$ cat src/rtl/uart_pkg.sv
// Shared UART definitions: parity modes, transmitter state encoding and frame sizing.
package uart_pkg;

  localparam int unsigned PARITY_NONE = 0;
  localparam int unsigned PARITY_EVEN = 1;
  localparam int unsigned PARITY_ODD  = 2;

  typedef enum logic [2:0] {
    StIdle   = 3'd0,
    StStart  = 3'd1,
    StData   = 3'd2,
    StParity = 3'd3,
    StStop   = 3'd4
  } tx_state_e;

  // Bits per frame: start + data + optional parity + stop.
  function automatic int unsigned frame_bits(input int unsigned data_bits,
                                             input int unsigned parity,
                                             input int unsigned stop_bits);
    return 1 + data_bits + ((parity != PARITY_NONE) ? 1 : 0) + stop_bits;
  endfunction

endpackage

$ cat src/rtl/uart_sync_fifo.sv
// Synchronous FIFO with extra pointer MSB to tell full from empty; exposes occupancy.
module uart_sync_fifo #(
  parameter int unsigned Width = 8,
  parameter int unsigned Depth = 4
) (
  input  logic                   clk,
  input  logic                   rst,
  input  logic                   push_i,
  input  logic [Width-1:0]       wdata_i,
  input  logic                   pop_i,
  output logic [Width-1:0]       rdata_o,
  output logic                   full_o,
  output logic                   empty_o,
  output logic [$clog2(Depth):0] level_o
);

  localparam int unsigned Aw = $clog2(Depth);

  logic [Aw:0]      wr_ptr_q, wr_ptr_d;
  logic [Aw:0]      rd_ptr_q, rd_ptr_d;
  logic [Width-1:0] mem_q [Depth];
  logic             do_push, do_pop;

  assign full_o  = (wr_ptr_q[Aw] != rd_ptr_q[Aw]) && (wr_ptr_q[Aw-1:0] == rd_ptr_q[Aw-1:0]);
  assign empty_o = (wr_ptr_q == rd_ptr_q);
  assign level_o = wr_ptr_q - rd_ptr_q;
  assign rdata_o = mem_q[rd_ptr_q[Aw-1:0]];

  // A push while full is dropped even if a pop happens on the same edge.
  assign do_push = push_i & ~full_o;
  assign do_pop  = pop_i & ~empty_o;

  always_comb begin
    wr_ptr_d = wr_ptr_q;
    rd_ptr_d = rd_ptr_q;
    if (do_push) wr_ptr_d = wr_ptr_q + (Aw+1)'(1);
    if (do_pop)  rd_ptr_d = rd_ptr_q + (Aw+1)'(1);
  end

  always_ff @(posedge clk or posedge rst) begin
    if (rst) begin
      wr_ptr_q <= '0;
      rd_ptr_q <= '0;
    end else begin
      wr_ptr_q <= wr_ptr_d;
      rd_ptr_q <= rd_ptr_d;
    end
  end

  always_ff @(posedge clk) begin
    if (do_push) mem_q[wr_ptr_q[Aw-1:0]] <= wdata_i;
  end

endmodule

$ cat src/rtl/uart_tx_param.sv
// Parametrised UART transmitter: TX FIFO, configurable width/parity/stop bits, run-time divisor.
module uart_tx_param
  import uart_pkg::*;
#(
  parameter int unsigned DATA_BITS  = 8,
  parameter int unsigned PARITY     = 0,
  parameter int unsigned STOP_BITS  = 1,
  parameter int unsigned FIFO_DEPTH = 4,
  parameter int unsigned DIV_W      = 16
) (
  input  logic                        clk,
  input  logic                        rst,
  input  logic                        wr_i,
  input  logic [DATA_BITS-1:0]        dat_i,
  input  logic [DIV_W-1:0]            divisor,
  output logic                        tx,
  output logic                        tx_busy,
  output logic                        full,
  output logic                        empty,
  output logic [$clog2(FIFO_DEPTH):0] level,
  output logic                        ovf
);

  if (DATA_BITS < 5 || DATA_BITS > 9) begin : gen_bad_data_bits
    $error("uart_tx_param: DATA_BITS must be 5..9");
  end
  if (PARITY > 2) begin : gen_bad_parity
    $error("uart_tx_param: PARITY must be 0, 1 or 2");
  end
  if (STOP_BITS < 1 || STOP_BITS > 2) begin : gen_bad_stop_bits
    $error("uart_tx_param: STOP_BITS must be 1 or 2");
  end
  if (FIFO_DEPTH < 2 || (FIFO_DEPTH & (FIFO_DEPTH - 1)) != 0) begin : gen_bad_depth
    $error("uart_tx_param: FIFO_DEPTH must be a power of 2, at least 2");
  end

  localparam int unsigned IdxW = $clog2(DATA_BITS + 1);
  localparam logic [IdxW-1:0] LastData = IdxW'(DATA_BITS - 1);
  localparam logic [IdxW-1:0] LastStop = IdxW'(STOP_BITS - 1);

  tx_state_e            state_q, state_d;
  logic                 tx_q, tx_d;
  logic [DIV_W-1:0]     div_q, div_d;
  logic [DIV_W-1:0]     baud_q, baud_d;
  logic [IdxW-1:0]      idx_q, idx_d;
  logic [DATA_BITS-1:0] shift_q, shift_d;
  logic                 par_q, par_d;
  logic                 ovf_q, ovf_d;

  logic                 fifo_pop;
  logic [DATA_BITS-1:0] fifo_rdata;
  logic                 fifo_empty, fifo_full;
  logic                 bit_end, load_frame;
  logic [DIV_W-1:0]     div_eff;

  uart_sync_fifo #(
    .Width (DATA_BITS),
    .Depth (FIFO_DEPTH)
  ) u_fifo (
    .clk     (clk),
    .rst     (rst),
    .push_i  (wr_i),
    .wdata_i (dat_i),
    .pop_i   (fifo_pop),
    .rdata_o (fifo_rdata),
    .full_o  (fifo_full),
    .empty_o (fifo_empty),
    .level_o (level)
  );

  assign div_eff = (divisor == '0) ? DIV_W'(1) : divisor;
  assign bit_end = (baud_q == '0);

  always_comb begin
    state_d    = state_q;
    tx_d       = tx_q;
    div_d      = div_q;
    baud_d     = baud_q;
    idx_d      = idx_q;
    shift_d    = shift_q;
    par_d      = par_q;
    fifo_pop   = 1'b0;
    load_frame = 1'b0;
    // Baud counter counts down and reloads on every bit boundary.
    if (state_q != StIdle) baud_d = bit_end ? div_q - DIV_W'(1) : baud_q - DIV_W'(1);
    unique case (state_q)
      StIdle:  load_frame = ~fifo_empty;
      StStart: begin
        if (bit_end) begin
          state_d = StData;
          tx_d    = shift_q[0];
          idx_d   = '0;
        end
      end
      StData: begin
        if (bit_end) begin
          if (idx_q == LastData) begin
            idx_d = '0;
            if (PARITY != PARITY_NONE) begin
              state_d = StParity;
              tx_d    = par_q;
            end else begin
              state_d = StStop;
              tx_d    = 1'b1;
            end
          end else begin
            idx_d   = idx_q + IdxW'(1);
            tx_d    = shift_q[1];
            shift_d = shift_q >> 1;
          end
        end
      end
      StParity: begin
        if (bit_end) begin
          state_d = StStop;
          tx_d    = 1'b1;
          idx_d   = '0;
        end
      end
      StStop: begin
        if (bit_end) begin
          if (idx_q == LastStop) begin
            if (fifo_empty) state_d = StIdle;
            else            load_frame = 1'b1;
          end else begin
            idx_d = idx_q + IdxW'(1);
          end
        end
      end
      default: state_d = StIdle;
    endcase
    // Frame start: latch character, parity and divisor so mid-frame changes are ignored.
    if (load_frame) begin
      fifo_pop = 1'b1;
      state_d  = StStart;
      tx_d     = 1'b0;
      div_d    = div_eff;
      baud_d   = div_eff - DIV_W'(1);
      shift_d  = fifo_rdata;
      par_d    = (^fifo_rdata) ^ (PARITY == PARITY_ODD);
    end
  end

  assign ovf_d = wr_i & fifo_full;

  always_ff @(posedge clk or posedge rst) begin
    if (rst) begin
      state_q <= StIdle;
      tx_q    <= 1'b1;
      div_q   <= DIV_W'(1);
      baud_q  <= '0;
      idx_q   <= '0;
      shift_q <= '0;
      par_q   <= 1'b0;
      ovf_q   <= 1'b0;
    end else begin
      state_q <= state_d;
      tx_q    <= tx_d;
      div_q   <= div_d;
      baud_q  <= baud_d;
      idx_q   <= idx_d;
      shift_q <= shift_d;
      par_q   <= par_d;
      ovf_q   <= ovf_d;
    end
  end

  assign tx      = tx_q;
  assign tx_busy = (state_q != StIdle);
  assign full    = fifo_full;
  assign empty   = fifo_empty;
  assign ovf     = ovf_q;

endmodule
$ cat config.mk
export PLATFORM = sky130hd
export DESIGN_NAME = uart_tx_param
export DESIGN_NICKNAME = d
export VERILOG_FILES = /design/src/rtl/uart_pkg.sv /design/src/rtl/uart_sync_fifo.sv /design/src/rtl/uart_tx_param.sv
export SDC_FILE = /design/constraint.sdc
export NUM_CORES = 1
export LEC_CHECK = 0
export CAP_MARGIN = 20
export CORE_UTILIZATION = 55
export DETAILED_ROUTE_END_ITERATION = 7
export HOLD_SLACK_MARGIN = 0.05
export PLACE_DENSITY = 0.82
export SLEW_MARGIN = 20
export SYNTH_ARGS = -nofsm -noshare
export SYNTH_HDL_FRONTEND = slang
export SYNTH_SLANG_ARGS = --single-unit
$ cat constraint.sdc
create_clock -name clk -period 5.5 [get_ports clk]
set_clock_uncertainty 0.1 [all_clocks]
set_input_delay 1.1 -clock clk [delete_from_list [all_inputs] [get_ports clk]]
set_output_delay 1.1 -clock clk [all_outputs]
set_load 0.1 [all_outputs]
# Word level (Yosys, flattened, before mapping)
# Memories as Yosys holds them, arrays and structs flattened.
# Cells that the tools add are included.
# classes
n_reduce_logical	16
n_eq_ne	21
div	0
shift	0
magnitude_cmp	0
mul	0
n_bitwise	5
add_sub_neg	7
mux	36
# ops
operator	n
$mux W16	4
$sub A16 B1 Y16 const B	3
$logic_not A16 Y1	2
$mux W8	4
$mux W3	8
$mux W4	5
$ne A3 B3 Y1 const B	6
$pmux W3 S5	1
$pmux W4 S3	1
$mux W1	11
$ne A2 B2 Y1 const B	5
$reduce_and A8 Y1	1
$add A3 B1 Y3 const B	2
$eq A3 B2 Y1 const B	2
$reduce_bool A2 Y1	3
$reduce_bool A3 Y1	2
$reduce_and A5 Y1	1
$add A4 B1 Y4 const B	1
$eq A4 B3 Y1 const B	1
$logic_not A4 Y1	1
$reduce_and A4 Y1	1
$reduce_bool A4 Y1	1
$and A1 B1 Y1	3
$eq A3 B1 Y1 const B	1
other kinds (14)	15
# totals
ram_bits	32
romBits	0
word_cells	95
latch_bits	0
memories	1
ff_bits	55
# memory_table
memory	depth	word_bits	rd	rd_ports_with_merged_regs	write_ports	line	rtl
u_fifo.mem_q	4	8	1	0	1	uart_sync_fifo.sv:21	logic [Width-1:0] mem_q [Depth];

# Longest topological paths before layout
# depth
ltp_word	7
ltp_mapped	17
depth_no_buf	13

# Cells and area by module
# Synthesis repeated with hierarchy kept, for this count alone.
# unflattened
cells_unflattened	443
hier_area_um2	4705.8
# modules_own_cells
module	cells_per_inst	area_each_um2	instances	seq_area_each_um2
uart_tx_param	355	3090.5	1	1228.7
uart_sync_fifo	88	1615.3	1	1111.1

# Worst setup path before layout
# No wires, ideal clock.
# synth_timing
path_kind	reg2reg
start	register u_fifo.rd_ptr_q[1]
end	register baud_q[10]
stages_incl_launch_ff	18
setup_time_ns	0.140
synth_period_minus_slack_ns	4.426
t_required_ns	5.260
setup_slack_ns	1.074
arrival_ns	4.186
path_buffers	4
path_cell_list	dfrtp_1 > clkbuf_1 > inv_1 > ha_1 > and2_1 > a2111oi_4 > a21o_1 > buf_4 > clkbuf_1 > buf_1 > nand2_1 > nand2_1 > ha_1 > nor3b_1 > a32oi_2 > o32a_1 > a2111oi_0 > a211oi_1
# synth_via
elab_chain_cells	6
word_cells_on_any_way	8
classes_between	eq/ne: 1; mux: 5; bitwise: 1; reduce/logical: 1
# synth_rtl
element	line	rtl
start: declaration	uart_sync_fifo.sv:20	logic [Aw:0] rd_ptr_q, rd_ptr_d;
start signal: assignment	uart_sync_fifo.sv:46	rd_ptr_q <= rd_ptr_d;
$eq A3 B3 Y1 *	uart_sync_fifo.sv:25	assign empty_o = (wr_ptr_q == rd_ptr_q);
$mux W1	uart_tx_param.sv:123	if (fifo_empty) state_d = StIdle;
$mux W1	uart_tx_param.sv:122	if (idx_q == LastStop) begin
$mux W1	uart_tx_param.sv:121	if (bit_end) begin
$pmux W1 S2 *	uart_tx_param.sv:86	unique case (state_q)
$mux W16 / $reduce_bool A2 Y1 (equally long branches)	n/a	
end signal: assignment	uart_tx_param.sv:160	baud_q <= baud_d;
end: declaration	uart_tx_param.sv:44	logic [DIV_W-1:0] baud_q, baud_d;
# Mark *: on every way between the ends. The rest lies on a longest branch, timed or not.
# A chain may end at the register's enable or synchronous reset.

# Final worst setup path
# Same ends and word-level chain as after synthesis.

==> metrics.md <==
| Metric | Value |
|---|---|
| Status | `complete, no violations` |
| P&R area growth vs syn | `14.3%` |
| Vias after detailed routing | `3283` |
| Initial antenna violation count | `0` |
| Largest family of logic cells by synthesized area | `simple AND/OR/NAND/NOR gates` |
| Post-synthesis sequential area ratio | `52.5%` |
| Syn_nets | `452` |
| Fin area | `5090 um2` |
| Post-Synth XOR/XNOR Area | `2.75%` |
| Ant diodes | `0` |
| Top FF cell, synth | `dfrtp_1` |
| Post-DP HPWL | `6410 um` |
| Post-synth EDFFs | `32` |
| Synth cell count leaders | `nand2_1 (68), dfrtp_1 (53), edfxtp_1 (32)` |
| Worst Path Required | `5620 ps` |
| Die Ht | `92.0 um` |
| Cell row count | `32` |
| Register bit total from synthesis | `87` |
| GPL Wtd Cong | `0.901` |
| Max_cap viols | `0` |
| Share of cells above drive strength 1 | `9.91%` |
| Adder-Cell Fraction of Synth Area | `3.26%` |
| Setup TNS | `0 ps` |
| Starting Density | `57.3%` |
| Yosys top cell area share | `29.8%` |
| Avg Vias per Cell | `5.90` |
| ANT nets after route | `0` |
| TritonCTS buffer count | `9` |
| Slew margin rel. | `34.9%` |
| CP Max Fanout | `29` |
| GRT Resource Usage Total | `23.5%` |
| Post-CTS sizing | `0` |
| Hold_ws | `380 ps` |
| Worst slew pin tran | `974 ps` |
| Clk_lat worst skew | `360 ps` |
| Synth Area in Compound Gates | `13.8%` |
| # fillers | `590` |
| Pwr Density | `641 nW/um2` |
| Worst-path cell with the longest stage delay | `dfrtp_1` |
| First-pass GRT wire length | `15600 um` |
| Cell count after synthesis | `414` |
| Final setup viols | `0` |
| Pre-CTS WS | `1060 ps` |
| Final hold vios | `0` |
| Setup crit end kind | `flip-flop` |
| Longest Clk Path Bufs | `2` |
| Hold WC Path Type | `reg -> reg` |
| Kind of critical path | `reg -> reg` |
| Cts hold-fix bufs | `0` |
| R2R setup slack | `950 ps` |
| Number of global-route vias before repair | `3336` |
| Die X | `92.0 um` |
| Pre-antenna DRT Iters | `4` |
| Crit path time final | `4550 ps` |
| Synthesis Warnings | `0` |
| Post-synthesis simple-gate area fraction | `17.1%` |
| Register clock-pin slew on the reported worst setup and hold paths | `100 ps` |
| Synthesized area per cell | `10.8 um2` |
| Synthesized cell area | `4450 um2` |
| CP max stage delay | `660 ps` |
| Slack of the critical path | `946 ps` |
| Crit-path cells | `inv_1 > ha_1 > and2_1 > a2111oi_4 > a21o_1 > buf_4 > nand2_1 > nand2_1 > ha_1 > nor3b_1 > a32oi_2 > o32a_1 > a2111oi_0 > a211oi_1` |
| I/O pins | `35` |
| # port buffers | `34` |
| Core area | `7770 um2` |
| Count leader, synth | `nand2_1` |
| DRC | `0` |
| Netlist cell types | `60` |
| Routed length per instance | `16.4 um` |
| Clock sink count | `87` |
| Layout Cells excl Fill | `556` |
| Final #Nets | `487` |
| Multiplexer area fraction after synthesis | `7.72%` |
| RSZ-0062 raised after global routing | `false` |
| H-tree depth | `3` |
| Area contributors post-synth | `dfrtp_1 (30%), edfxtp_1 (22%), nand2_1 (5.7%)` |
| Leak | `2.05 nW` |
| Fin. max-slew vios | `0` |
| Largest net degree at the start of global routing | `56` |
| Largest area contributor in the netlist | `dfrtp_1` |
| GRT Residual Overflow | `0` |
| Initial DRC Count | `179` |
| DIE AREA | `8460 um2` |
| Max IR drop VDD | `0.438 mV` |
| Arrival time at the worst endpoint | `4680 ps` |
| Peak Freq | `0.220 GHz` |
| Synth async-reset ratio | `63.2%` |
| Placed instance count | `540` |
| Startpoint types | `flip-flop` |
| CTS tree | `yes` |
| Crit share post-route | `82.8%` |
| Placement Cell Area | `4900 um2` |
| Clock root buffer | `clkbuf_8` |
| Final wirelength | `9140 um` |
| Setup bufs post-CTS | `0` |
[metrics by stage]
step	utilization, %	total power [mW]
final	65.5	3.26
after CTS	65.5	3.27
after global placement	63.0	2.78
after global routing	65.5	3.48
after floorplan	-	2.44
after detailed placement	63.0	2.84
[routing by layer]
layer  GRT usage, %  up-vias  wire length (um)
li1               -     1571                 -
met1           29.3     1590              3850
met2           41.0      105              4740
met3           4.39       17               431
met4           8.07        0               120
met5              0        -                 0
[power breakdown]
part	internal (mW)	switching, mW
clock	0.177	0.258
combinational	0.590	1.11
sequential	0.930	0.197
[worst paths after layout]
check / start / depth (start not counted) / end
min in group asynchronous: rst / 3 / u_fifo.wr_ptr_q[2]$_DFFE_PP0P_
setup reg to reg: u_fifo.rd_ptr_q[1]$_DFFE_PP0P_ / 14 / baud_q[10]$_DFFE_PP0P_
setup / recovery: u_fifo.rd_ptr_q[1]$_DFFE_PP0P_ / 14 / baud_q[10]$_DFFE_PP0P_
hold / removal: div_q[15]$_DFFE_PP0N_ / 2 / div_q[15]$_DFFE_PP0N_
hold reg to reg: div_q[15]$_DFFE_PP0N_ / 2 / div_q[15]$_DFFE_PP0N_
max in group asynchronous: rst / 3 / baud_q[10]$_DFFE_PP0P_
[sequential cells by signal, indices dropped and copies added, names as in the netlist]
register and cells:
u_fifo.wr_ptr_q 3, state_q 3, baud_q 16, u_fifo.mem_q 32, u_fifo.rd_ptr_q 3, tx 1
ovf 1, idx_q 4, shift_q 8, div_q 16
[worst max-delay path, delay by kind of cell, from the launching register on]
family	cells	cell delay (ps)
AOI/OAI and AO/OA	6	1980
and+or+nand+nor	4	730
DFF	1	660
adders and majority gates	2	510
buffers and inverters	2	420
[cells by family after synthesis]
kind of cell | Yosys count
and+or+nand+nor | 156
AOI/OAI and AO/OA | 91
DFF | 87
buffers and inverters | 31
muxes | 24
xor gates and xnor gates | 14
adders and majority gates | 11
[final cells by class]
type,instances,area [um2],area share (%)
Clock inverter,7,70.1,1.38
Sequential cell,87,2340,46.0
Clock buffer,9,124,2.43
Tap cell,102,128,2.51
Inverter,15,56.3,1.11
Multi-Input combinational cell,296,1990,39.0
Timing Repair Buffer,40,385,7.57
[cell usage in the layout (no fill, tap or decap), types with 2 or more instances in the layout]
cell / synthesis / final
nand2_1: 68 / 68
dfrtp_1: 53 / 53
clkdlybuf4s50_1: 0 / 34
edfxtp_1: 32 / 32
nor2_1: 31 / 31
o21ai_0: 24 / 24
a21oi_1: 22 / 22
inv_1: 15 / 14
mux2i_1: 13 / 13
nor3_1: 11 / 11
ha_1: 10 / 10
xnor2_1: 9 / 9
clkbuf_8: 0 / 9
mux4_2: 8 / 8
or4_1: 7 / 7
and2_1: 7 / 7
a31oi_1: 6 / 6
buf_4: 1 / 6
a21o_1: 5 / 5
nor3b_1: 5 / 5
xor2_1: 5 / 5
o31ai_1: 5 / 5
or3_1: 4 / 4
nand3_1: 4 / 4
and3_1: 4 / 4
a211oi_1: 4 / 4
inv_6: 0 / 4
a22o_1: 3 / 3
o21a_1: 3 / 3
a21oi_2: 2 / 2
a221o_1: 2 / 2
nor2b_1: 2 / 2
o21ai_1: 2 / 2
mux2_2: 2 / 2
nor4_1: 2 / 2
o41ai_1: 2 / 2
a22oi_1: 2 / 2
dfstp_2: 2 / 2
Power figures use the tool's default switching activity.
==> edit 1, RTL diff (same flow settings) <==
Compare `idx_q` against `LastData` with >= in place of ==.
--- a/src/rtl/uart_tx_param.sv
+++ b/src/rtl/uart_tx_param.sv
@@ -95,5 +95,5 @@
       StData: begin
         if (bit_end) begin
-          if (idx_q == LastData) begin
+          if (idx_q >= LastData) begin
             idx_d = '0;
             if (PARITY != PARITY_NONE) begin
Formal check against the unedited RTL: same outputs for any inputs over 10 cycles, from zero or initial values and one cycle with rst high; that may be too few to reach the edited logic, so the function may still have changed.
==> edit 1 against the unedited design <==
Design area down 2.0%; setup slack better by 0.33 ns; highest routed layer unchanged; total power down 14%; count of clock-buffer cells in the layout unchanged; routed wire length down 1.7%; critical endpoint is now level[2]; largest cell class unchanged; sequential cell count unchanged; synthesized area down 2.3%; non-clock buffer count down 2; critical path depth down 10.
==> edit 1: results <==
placement:
  gp_congestion: 0.901
  dp_hpwl_um: 6410
finish:
  buffer_area_share_pct: 7.42
  seq_cell_count: 87
  inv_count: 16
  layout-drive-gt1-share_pct: 11.6
  multi_input_gates: 282
  fin_nets: 472
  seq_share_pct: 46.9
  clk_share_pct: 4.06
  multi_input_area_share_pct: 37.8
  n_fill_cell: 608
  nonClockBufferCount: 38
worst_setup_path:
  critical-path-top-delay-family: "buffers and inverters"
  crit_arrival_ns: 3.03
  crit_fanout: 11
  crit_start: "u_fifo.rd_ptr_q[0]$_DFFE_PP0P_"
  cp_slowest_stage_delay_ns: 1.16
  crit_path_end: "level[2]"
  slowest_stage: "clkdlybuf4s50_1"
  r2r_setup_slack_ns: 1.32
  r2r-end: "baud_q[14]$_DFFE_PP0P_"
  reg2regPathDepth: 8
yosys:
  synthFlopType: "dfrtp_1"
  ys_top_cells_by_area: "dfrtp_1 (30%), edfxtp_1 (22%), nand2_1 (5.8%)"
  synth_edf_count: 32
  ys_types: 57
  ys_seq_area_share_pct: 53.8
  synth_fp_nets: 439
  synth_commonest_cells: "nand2_1 (67), dfrtp_1 (53), edfxtp_1 (32)"
drt:
  drt-met1-wl_um: 3980
  wl_met2_um: 4390
  avgViaCountPerCell: 5.86
  dr_wl_met3_um: 437
  drtPass1Iterations: 5
  drtIter0Drc: 257
  wl_per_cell_um: 16.6
grt:
  antenna_found_initial: 0
  grt_pass1_vias: 3197
  grt_pass1_wl_um: 15600
  grt_usage_pct: 24.0
timing:
  setup_viol: 0
  worstMarginPinSlew_ns: 0.973
  hold_viol: 0
run_status:
  status: "complete, no violations"
pwr:
  p_leak_nw: 2.00
  clock_power_share_pct: 16.4
  power_density_mw_per_mm2: 564
  p_comb_share_pct: 44.7
  p_sw_share_pct: 44.4
  irDropWorstVdd_v: 0.000405
hold_path:
  hold_start: "div_q[10]$_DFFE_PP0N_"
edit 1: through the flow:
step / cell area, um^2 / hold slack [ns] / utilization, % / setup slack, ns / cells
floorplan: 4350 / 0.333 / - / 1.68 / 401
global placement: 4790 / 0.346 / 62.3 / 1.51 / 525
detailed placement: 4790 / 0.363 / 62.3 / 1.41 / 525
CTS: 4990 / 0.392 / 64.9 / 1.21 / 541
global route: 4990 / 0.423 / 64.9 / 1.01 / 541
finish: 4990 / 0.388 / 64.9 / 1.27 / 541
edit 1: cell families (layout without fill, tap and decap cells):
family                     after synthesis  after routing  share of synthesized area, %
and+or+nand+nor                        154            154                          16.9
DFF                                     87             87                          53.8
AOI/OAI and AO/OA                       83             83                          13.1
buffers and inverters                   32             70                          2.82
muxes                                   23             23                          7.68
adders and majority gates               11             11                          3.34
xor gates and xnor gates                11             11                          2.39
edit 1: layer usage:
metal / global-route usage (%) / vias up
met4: 9.13 / 0
li1: - / 1520
met1: 32.5 / 1516
met2: 38.5 / 114
met5: 0 / -
met3: 4.69 / 21
==> edit 2, RTL diff (same flow settings) <==
Without the edit above. The parameter `PARITY` goes from 0 to 1.
--- a/src/rtl/uart_tx_param.sv
+++ b/src/rtl/uart_tx_param.sv
@@ -4,5 +4,5 @@
 #(
   parameter int unsigned DATA_BITS  = 8,
-  parameter int unsigned PARITY     = 0,
+  parameter int unsigned PARITY     = 1,
   parameter int unsigned STOP_BITS  = 1,
   parameter int unsigned FIFO_DEPTH = 4,
Behaviour: no difference found for any inputs over 10 cycles, from zero or initial values and one cycle with rst high; that may be too few to reach the edited logic, so the function may still have changed.
==> edit 2 against the unedited design <==
Global-route usage is 0.40 points higher; core utilization down 1.2 points; synthesized area increased by 3.9%; setup slack better by 0.18 ns; worst hold slack worse by 0.0016 ns; sequential cell count is 1 higher; total power fell by 10%; routed wire length rose by 5.7%; fmax up 4.1%; design area up 3.3%; critical path type is now reg2out; highest routed layer unchanged.
==> edit 2: results <==
placement:
  dp_hpwl_um: 6860
  gp_congestion: 0.842
worst_setup_path:
  crit_arrival_ns: 3.17
  crit_fanout: 11
clock_network:
  clk_transition_reported_paths_ns: 0.10
  cts-resized-gates: 0
  clockBufferDepth: 2
yosys:
  synthArstFlopShare_pct: 63.6
  ys_top_cells_by_area: "dfrtp_1 (29%), edfxtp_1 (21%), nand2_1 (6.9%)"
  synth_commonest_cells: "nand2_1 (85), dfrtp_1 (54), nor2_1 (40)"
  ys_types: 60
  synth_fp_nets: 498
  synth_warnings: 0
  ys_seq_area_share_pct: 51.1
  synthFlopType: "dfrtp_1"
grt:
  grt_usage_pct: 23.9
  grt_pass1_wl_um: 16200
  grt_max_degree: 57
  grt_pass1_vias: 3451
  grt_overflow: 0
drt:
  wl_per_cell_um: 16.1
  via_count: 3631
  drtIter0Drc: 184
  drtPass1Iterations: 7
pwr:
  irDropWorstVdd_v: 0.000498
  p_leak_nw: 2.07
run_status:
  status: "complete, no violations"
timing:
  worstMarginPinSlew_ns: 0.968
hold_path:
  holdCritPathClass: "reg2reg"
finish:
  fin_nets: 529
  layout-drive-gt1-share_pct: 7.86
  n_fill_cell: 633
## edit 2: changes by cell type after synthesis, sizes merged, moves of 5 or more
cell   delta
o21ai     +5
nor2      +9
nand2    +17
xnor2    +11
mux2i     -5
## edit 2: cell families (layout without fill, tap and decap cells)
family                     after synthesis  after routing  share of synthesized area, %
and+or+nand+nor                        182            182                          17.9
AOI/OAI and AO/OA                      107            107                          15.0
DFF                                     88             88                          51.1
buffers and inverters                   33             69                          2.92
xor gates and xnor gates                23             23                          4.35
muxes                                   16             16                          5.62
adders and majority gates               11             11                          3.14
## edit 2: report_power, final
group	internal (W)	switching (W)
registers	0.000916	0.000206
clock network	0.000183	0.000272
logic	0.000498	0.000856
## edit 2: stage by stage
stage / util (%) / instance area (um^2) / setup slack, ns / cells / total power, W
final: 64.3 / 5260 / 1.13 / 601 / 0.00293
after global routing: 64.3 / 5260 / 0.942 / 601 / 0.00311
after CTS: 64.3 / 5260 / 1.10 / 601 / 0.00293
after detailed placement: 61.9 / 5060 / 1.35 / 585 / 0.00248
after global placement: 61.9 / 5060 / 1.44 / 585 / 0.00243
after floorplan: - / 4630 / 1.51 / 460 / 0.00216
## edit 2: worst paths after layout
| check | startpoint | endpoint | slack (ns) | cells past startpoint |
|---|---|---|---|---|
| worst max-delay path | u_fifo.rd_ptr_q[1]$_DFFE_PP0P_ | empty | 1.13 | 5 |
| worst min-delay path | tx$_DFFE_PP1P_ | tx$_DFFE_PP1P_ | 0.38 | 2 |
| worst max register to register | u_fifo.rd_ptr_q[1]$_DFFE_PP0P_ | baud_q[10]$_DFFE_PP0P_ | 1.33 | 14 |
| worst min register to register | tx$_DFFE_PP1P_ | tx$_DFFE_PP1P_ | 0.38 | 2 |
| max in group asynchronous | rst | div_q[5]$_DFFE_PP0N_ | 3.68 | 3 |
| min in group asynchronous | rst | ovf$_DFF_PP0_ | 1.15 | 3 |
## edit 2: per-layer routing
layer  wire length [um]  GRT usage (%)
met5                  0              0
met2               4820           38.9
met3                403           3.48
met1               4230           31.7
met4                208           10.9
## edit 2: worst max-delay path: stages (launching register included)
cell and delay, ns:
dfrtp_1 0.66, inv_1 0.13, ha_1 0.32, nand2_1 0.17
nor2_1 0.33, clkdlybuf4s50_1 1.20
## edit 2: final cells by class
cell class              instances  area share [%]
well taps                     105            2.50
flip-flops and latches         88            45.0
clock inverters                 7            1.45
multi-input cells             339            40.5
clock buffers                   9            2.35
inverters                      13           0.928
repair buffers                 40            7.33
